$ cat config.mk
export PLATFORM = sky130hd
export DESIGN_NAME = mem_access_arbiter_m
export DESIGN_NICKNAME = d
export VERILOG_FILES = /design/src/rtl/mem_access_arbiter_m.sv
export SDC_FILE = /design/constraint.sdc
export NUM_CORES = 1
export LEC_CHECK = 0
export CORE_ASPECT_RATIO = 1.4
export CORE_MARGIN = 2
export CORE_UTILIZATION = 35
export DETAILED_ROUTE_END_ITERATION = 10
export PLACE_DENSITY_LB_ADDON = 0.05
export SLEW_MARGIN = 20
export SYNTH_ARGS = -nofsm -noshare
export SYNTH_HDL_FRONTEND = slang
export SYNTH_SLANG_ARGS = --single-unit
$ cat constraint.sdc
create_clock -name clk -period 3.2 [get_ports clk]
set_clock_uncertainty 0.2 [all_clocks]
set_input_delay 0.64 -clock clk [delete_from_list [all_inputs] [get_ports clk]]
set_output_delay 0.64 -clock clk [all_outputs]
set_load 0.05 [all_outputs]
$ cat src/rtl/mem_access_arbiter_m.sv
// Shares one memory-controller port between instruction fetch and data access.
// Latency: 2 cycles request-to-done when mem_done is returned with mem_en; 1 cycle for misaligned.
// Backpressure: requests are level-held until done; one access in flight, the other waits in IDLE.
//
// Ports:
//   clk, reset           rising-edge clock, synchronous active-low reset
//   fetch_*              fetch unit: word-read request, done/data/err pulse back
//   data_*               data unit: byte/word read/write request, done/data/err pulse back
//   mem_*                memory controller access strobe, attributes, completion
//   grant_fetch/data     which requester currently owns the in-flight access
module mem_access_arbiter_m #(
  parameter int TIMEOUT = 16,
  parameter int ADDR_W  = 16,
  parameter int DATA_W  = 16
) (
  input  logic              clk,
  input  logic              reset,
  input  logic              fetch_req,
  input  logic [ADDR_W-1:0] fetch_addr,
  output logic              fetch_done,
  output logic [DATA_W-1:0] fetch_data,
  output logic              fetch_err,
  input  logic              data_req,
  input  logic              data_wr,
  input  logic              data_size,
  input  logic [ADDR_W-1:0] data_addr,
  input  logic [DATA_W-1:0] data_wr_data,
  output logic              data_done,
  output logic [DATA_W-1:0] data_rd_data,
  output logic              data_err,
  output logic              mem_en,
  output logic              mem_wr,
  output logic              mem_size,
  output logic [ADDR_W-1:0] mem_addr,
  output logic [DATA_W-1:0] mem_wr_data,
  input  logic              mem_done,
  input  logic [DATA_W-1:0] mem_data,
  input  logic              mem_err,
  output logic              grant_fetch,
  output logic              grant_data
);

  localparam logic [0:0] S_IDLE   = 1'b0;
  localparam logic [0:0] S_ACCESS = 1'b1;

  localparam int              CNT_W   = $clog2(TIMEOUT + 2);
  localparam bit              TO_EN   = (TIMEOUT != 0);
  // Counter value at which the final waiting cycle is sampled.
  localparam logic [CNT_W-1:0] TO_LAST = CNT_W'((TIMEOUT > 0) ? TIMEOUT - 1 : 0);

  logic [0:0]       state;
  logic             last_grant;   // 0 = fetch, 1 = data
  logic [CNT_W-1:0] cnt;

  logic sel_fetch;
  logic sel_data;
  logic misalign;
  logic timeout_hit;
  logic [DATA_W-1:0] rsp_data;
  logic              rsp_err;

  // Round-robin: on a tie the requester that was not granted last wins.
  assign sel_fetch = fetch_req && (!data_req || last_grant);
  assign sel_data  = data_req  && (!fetch_req || !last_grant);

  // Fetch is always a word access; data only checks alignment for words.
  assign misalign = sel_fetch ? fetch_addr[0] : (data_size && data_addr[0]);

  assign timeout_hit = TO_EN && !mem_done && (cnt == TO_LAST);

  // Completion payload: writes and timeouts return zero data.
  assign rsp_data = (mem_done && !mem_wr) ? mem_data : '0;
  assign rsp_err  = mem_done ? mem_err : 1'b1;

  always_ff @(posedge clk) begin
    if (!reset) begin
      state        <= S_IDLE;
      last_grant   <= 1'b1;
      cnt          <= '0;
      fetch_done   <= 1'b0;
      fetch_data   <= '0;
      fetch_err    <= 1'b0;
      data_done    <= 1'b0;
      data_rd_data <= '0;
      data_err     <= 1'b0;
      mem_en       <= 1'b0;
      mem_wr       <= 1'b0;
      mem_size     <= 1'b0;
      mem_addr     <= '0;
      mem_wr_data  <= '0;
      grant_fetch  <= 1'b0;
      grant_data   <= 1'b0;
    end else begin
      fetch_done <= 1'b0;
      fetch_err  <= 1'b0;
      data_done  <= 1'b0;
      data_err   <= 1'b0;
      case (state)
        S_IDLE: begin
          if (sel_fetch || sel_data) begin
            last_grant <= sel_data;
            if (misalign) begin
              // Rejected without touching memory; answer next cycle.
              if (sel_fetch) begin
                fetch_done <= 1'b1;
                fetch_err  <= 1'b1;
                fetch_data <= '0;
              end else begin
                data_done    <= 1'b1;
                data_err     <= 1'b1;
                data_rd_data <= '0;
              end
            end else begin
              mem_en      <= 1'b1;
              grant_fetch <= sel_fetch;
              grant_data  <= sel_data;
              mem_addr    <= sel_fetch ? fetch_addr : data_addr;
              mem_wr      <= sel_data && data_wr;
              mem_size    <= sel_fetch || data_size;
              mem_wr_data <= sel_fetch ? '0 : data_wr_data;
              cnt         <= '0;
              state       <= S_ACCESS;
            end
          end
        end
        S_ACCESS: begin
          if (mem_done || timeout_hit) begin
            mem_en      <= 1'b0;
            mem_wr      <= 1'b0;
            mem_size    <= 1'b0;
            grant_fetch <= 1'b0;
            grant_data  <= 1'b0;
            state       <= S_IDLE;
            if (grant_fetch) begin
              fetch_done <= 1'b1;
              fetch_err  <= rsp_err;
              fetch_data <= rsp_data;
            end else begin
              data_done    <= 1'b1;
              data_err     <= rsp_err;
              data_rd_data <= rsp_data;
            end
          end else begin
            cnt <= cnt + 1'b1;
          end
        end
        default: state <= S_IDLE;
      endcase
    end
  end

endmodule

==> After elaboration in Yosys (flattened, before gate mapping) <==
Index checks and enable logic that the tools add are counted.
{ "totals": {"ff_bits": 80, "input_bits": 72} }
{ "classes": {"bitwise": 2, "addsub": 1, "eq_ne": 10, "n_mux": 59, "n_reduce_logical": 22} }
{ "ops": {"columns": ["op", "n"], "rows": [
  ["$mux W16", 13],
  ["$pmux W16 S2", 2],
  ["$mux W1", 30],
  ["$pmux W1 S2", 10],
  ["$ne A2 B2 Y1 const B", 8],
  ["$mux W5", 3],
  ["$pmux W5 S2", 1],
  ["$reduce_and A5 Y1", 2],
  ["$reduce_and A3 Y1", 3],
  ["$logic_and A1 B1 Y1", 6],
  ["$add A5 B1 Y5 const B", 1],
  ["$eq A5 B4 Y1 const B", 1],
  ["$logic_not A1 Y1", 5],
  ["$logic_or A1 B1 Y1", 5],
  ["$ne A2 B1 Y1 const B", 1],
  ["$not A1 Y1", 2],
  ["$reduce_and A2 Y1", 1]
]} }

==> Depth between registers and ports, before layout <==
{ "depth": {"depth_word": 7, "depth_mapped": 8, "mapped_depth_nobuf": 7} }

==> Worst setup path before layout <==
OpenSTA, ideal clock, no wires.
{ "synth_path": {"path_type": "reg-to-reg", "from": "reg cnt[0]", "to": "reg data_rd_data[0]", "stages_incl_launch_ff": 9, "period_less_slack_ps": 2132, "setup_time_ps": 128, "arrival_ps": 1804, "required_time_ps": 2872, "path_slack_ps": 1068, "path_cell_list": "dfxtp_1 -> ha_1 -> and3_1 -> ha_1 -> o21ai_2 -> o32ai_4 -> buf_6 -> mux2i_1 -> nor2_1"} }
{ "synth_between": {"elab_chain_len": 5} }
{ "synth_lines": {"columns": ["element", "line_no", "source"], "rows": [
  ["start: declaration", "53", "logic [CNT_W-1:0] cnt;"],
  ["start signal: assignment", "144", "cnt <= cnt + 1'b1;"],
  ["$eq A5 B4 Y1", "69", "assign timeout_hit = TO_EN && !mem_done && (cnt == TO_LAST);"],
  ["$logic_and A1 B1 Y1", "69", null],
  ["$logic_or A1 B1 Y1", "127", "if (mem_done || timeout_hit) begin"],
  ["$ne A2 B1 Y1 (no source line)", null, null],
  ["$reduce_and A5 Y1 (no source line)", null, null],
  ["end signal: assignment", "141", "data_rd_data <= rsp_data;"],
  ["end: declaration", "29", "output logic [DATA_W-1:0] data_rd_data,"]
]} }
Every way passes these cells.
A chain may end at the register's enable or synchronous reset.

==> Worst setup path in the final report <==
{ "layout_path": {"from": "reg grant_fetch", "to": "out grant_fetch"} }
{ "layout_lines": {"columns": ["element", "line_no", "source"], "rows": [
  ["start: declaration", "39", "output logic grant_fetch,"],
  ["start signal: assignment", "115", "grant_fetch <= sel_fetch;"]
]} }
No word-level cell between the ends.

==> run_results.csv <==
group,metric,value,unit
clock_network,clkSinkCount,80,
worst_setup_path,path_cells,"clkdlybuf4s50_1",
synth,synthMuxAreaShare,0.0958,
synth,synth_top_family_by_area,"simple AND/OR/NAND/NOR gates",
worst_setup_path,critPathRequiredTime,2.36,ns
finish,antennaDiodeCount,0,
synth,synth_cell_types,38,
worst_setup_path,critPathCaptureType,"output port",
timing,max_freq,408,MHz
clock_network,clock_latency,0.34,ns
synth,synth_warnings,0,
floorplan,rows,42,
place,dp_cells,610,
synth,synth-seq-cells,80,
drt,num_vias,3219,
drt,drc_errors,0,
drt,drt_iter0_markers,95,
finish,final_common_cell,"clkdlybuf4s50_1",
worst_setup_path,crit_path_max_incr_delay,0.86,ns
timing,fin_setup_tns,0,ns
timing,slew_headroom,0.626,
worst_setup_path,ff2ff_path_depth,8,
worst_setup_path,r2r_start,"cnt[0]",
hold_path,hp-class,"flop to flop",
worst_setup_path,start_kind,"flop",
clock_network,htreeDepth,3,
worst_setup_path,crit_fanout,4,
finish,layout_common_cells,"clkdlybuf4s50_1 (144), dfxtp_1 (80), nand2_1 (42), a21oi_1 (40), nor2_1 (35)",
global_routing,track_usage,0.198,
drt,firstDrtPassIters,4,
hold_path,holdCritStartpoint,"mem_en",
drt,routed_wl,9950,um
timing,finalMaxSlewViolations,0,
synth,synth-simple-area-share,0.191,
clock_network,cts_root_buf,"clkbuf_16",
place,pre_cts_slack,0.414,ns
clock_network,cts_buffer_depth,2,
global_routing,grt_max_degree,31,
synth,synthAdderAreaFrac,0.00749,
hold_path,holdPathEnd,"mem_en",
global_routing,grt_pass1_vias,3285,
synth,syn_area,3340,um2
worst_setup_path,crit_start,"grant_fetch",
clock_network,cts_made_buffers,9,
finish,instances_no_fill,626,
worst_setup_path,critPathBufInv,1,
clock_network,cts-resized-gates,0,
place,gp_congestion,0.773,
finish,area_growth,57.5,%
synth,avgSynthCellArea,9.04,um2
worst_setup_path,cp_slowest_cell,"clkdlybuf4s50_1",
timing,rsz0062_at_grt,"no",
drt,vias_per_cell,5.14,
global_routing,grt_pass1_wl,16200,um
synth,yosysSeqAreaShare,0.479,
finish,fillers,882,
synth,ys_top_cells_by_area,"dfxtp_1 (48%), mux2i_1 (9.6%), a21oi_1 (6.1%)",
worst_setup_path,crit_family,"buffers and inverters",
synth,ys_async_sr_fraction,0,
timing,fin_crit,2.45,ns
floorplan,core,9350,um2
worst_setup_path,reg2reg_to,"fetch_data[15]",
floorplan,die_height,120,um
timing,finalSetupViolCount,0,
place,place_hpwl,7070,um
global_routing,antenna_found_initial,0,
synth,netlist_instances,370,
synth,synth_nets,444,
synth,synth_top_area_frac,0.479,
finish,drive_gt1_frac,0.0736,
hold_path,holdPathStages,2,
timing,hold_viol,0,
synth,synth_xor_xnor_area_share,0.00524,
worst_setup_path,cp.arrival,1.61,ns
floorplan,num_io_pins,145,
timing,setup_slack,0.748,ns
power_and_ir_drop,cellPowerDensity,538,nW/um2
synth,dominantRegCellSynth,"dfxtp_1",
clock_network,cts_tree,"yes",
floorplan,start_util,0.357,
timing,finalCritPeriodShare,0.766,
floorplan,die_w,86.6,um
clock_network,ctsHoldBuffers,0,
floorplan,die-area,10400,um2
synth,synth_compound_area_frac,0.177,
run_status,status,"finished, final reports clean",
power_and_ir_drop,power.leakage,1.92,nW
power_and_ir_drop,ir_drop,0.000324,V
place,port_buffers,144,
drt,ant_nets,0,
clock_network,path_clk_slew,0.06,ns
worst_setup_path,regToRegSetupSlack,0.85,ns
power_and_ir_drop,power,2.83,mW
drt,routedWlPerCell,15.9,um
synth,synth-edff-count,0,
job,cap_violations,0,
global_routing,grt-ovfl-total,0,
clock_network,cts_setup_buffers,0,
synth,synth_top_cell_by_area,"dfxtp_1",
timing,worst_pin_slew,0.559,ns
finish,fin_nets,585,
worst_setup_path,critical_path_class,"flop to output port",
## power breakdown
| part | switching [mW] | internal (mW) |
|---|---|---|
| Clock | 0.406 | 0.727 |
| Combinational | 0.369 | 0.253 |
| Sequential | 0.0283 | 1.05 |
| Total | 0.803 | 2.03 |
## state kept, by name (all words and copies together), names as in the netlist, 5 cells and up
name / count
data_rd_data: 16
mem_wr_data: 16
mem_addr: 16
cnt: 5
fetch_data: 16
## routing by layer
metal	part of all wire	GRT usage	up-vias
met5	0	0	-
met4	0.029	0.0947	0
li1	-	-	1602
met3	0.058	0.0468	19
met2	0.48	0.323	111
met1	0.43	0.243	1487
## area by class of cell
class	count	area (um2)	share of cell area
Tap cell	110	138	0.0261
Multi-Input combinational cell	258	1600	0.304
Sequential cell	80	1600	0.304
Timing Repair Buffer	157	1580	0.299
Clock buffer	12	256	0.0487
Inverter	5	18.8	0.00356
Clock inverter	4	76.3	0.0145
## worst reg2reg max path: stages (launching register included)
cell     delay (ns)
dfxtp_1        0.33
ha_1           0.21
and3_1         0.19
ha_1           0.22
o21ai_2        0.38
o32ai_4        0.26
buf_12         0.22
mux2i_1        0.15
nor2_1         0.05
## kinds of logic (layout without fill, tap and decap cells)
| group | Yosys count | after routing |
|---|---|---|
| DFF | 80 | 80 |
| AOI/OAI and AO/OA | 90 | 90 |
| buffers and inverters | 32 | 178 |
| adders and majority gates | 2 | 2 |
| and+or+nand+nor | 132 | 132 |
| muxes | 32 | 32 |
| xor gates and xnor gates | 2 | 2 |
## cell usage after synthesis (2+ instances only)
master,instances
nand2b_1,4
mux2i_1,32
nand4_1,18
dfxtp_1,80
o21ai_2,2
ha_1,2
buf_6,2
nand3_1,2
xor2_1,2
nor3_1,3
and2_1,20
clkbuf_1,20
buf_2,3
nand2_1,42
inv_1,4
o21ai_0,9
nor2_1,35
o211ai_1,6
a21oi_1,41
o21ai_1,9
buf_4,2
a311oi_1,15
o32ai_4,2
## worst max-delay path by stage
stage	endpoint	slack (ns)	depth (start not counted)
after global placement	fetch_data[15]	0.45	6
after global routing	fetch_data[3]	0.66	6
final	grant_fetch	0.75	1
after detailed placement	fetch_data[15]	0.41	6
after floorplan	data_rd_data[0]	1.07	8
after CTS	grant_fetch	0.73	1
## per-stage QoR
step,hold slack (ns),util,area [um2]
2_1_floorplan,0.264,-,3340
3_3_place_gp,0.242,0.527,4930
3_5_place_dp,0.253,0.527,4930
4_1_cts,0.261,0.563,5270
5_1_grt,0.289,0.563,5270
6_report,0.262,0.563,5270
Power figures use the tool's default switching activity.
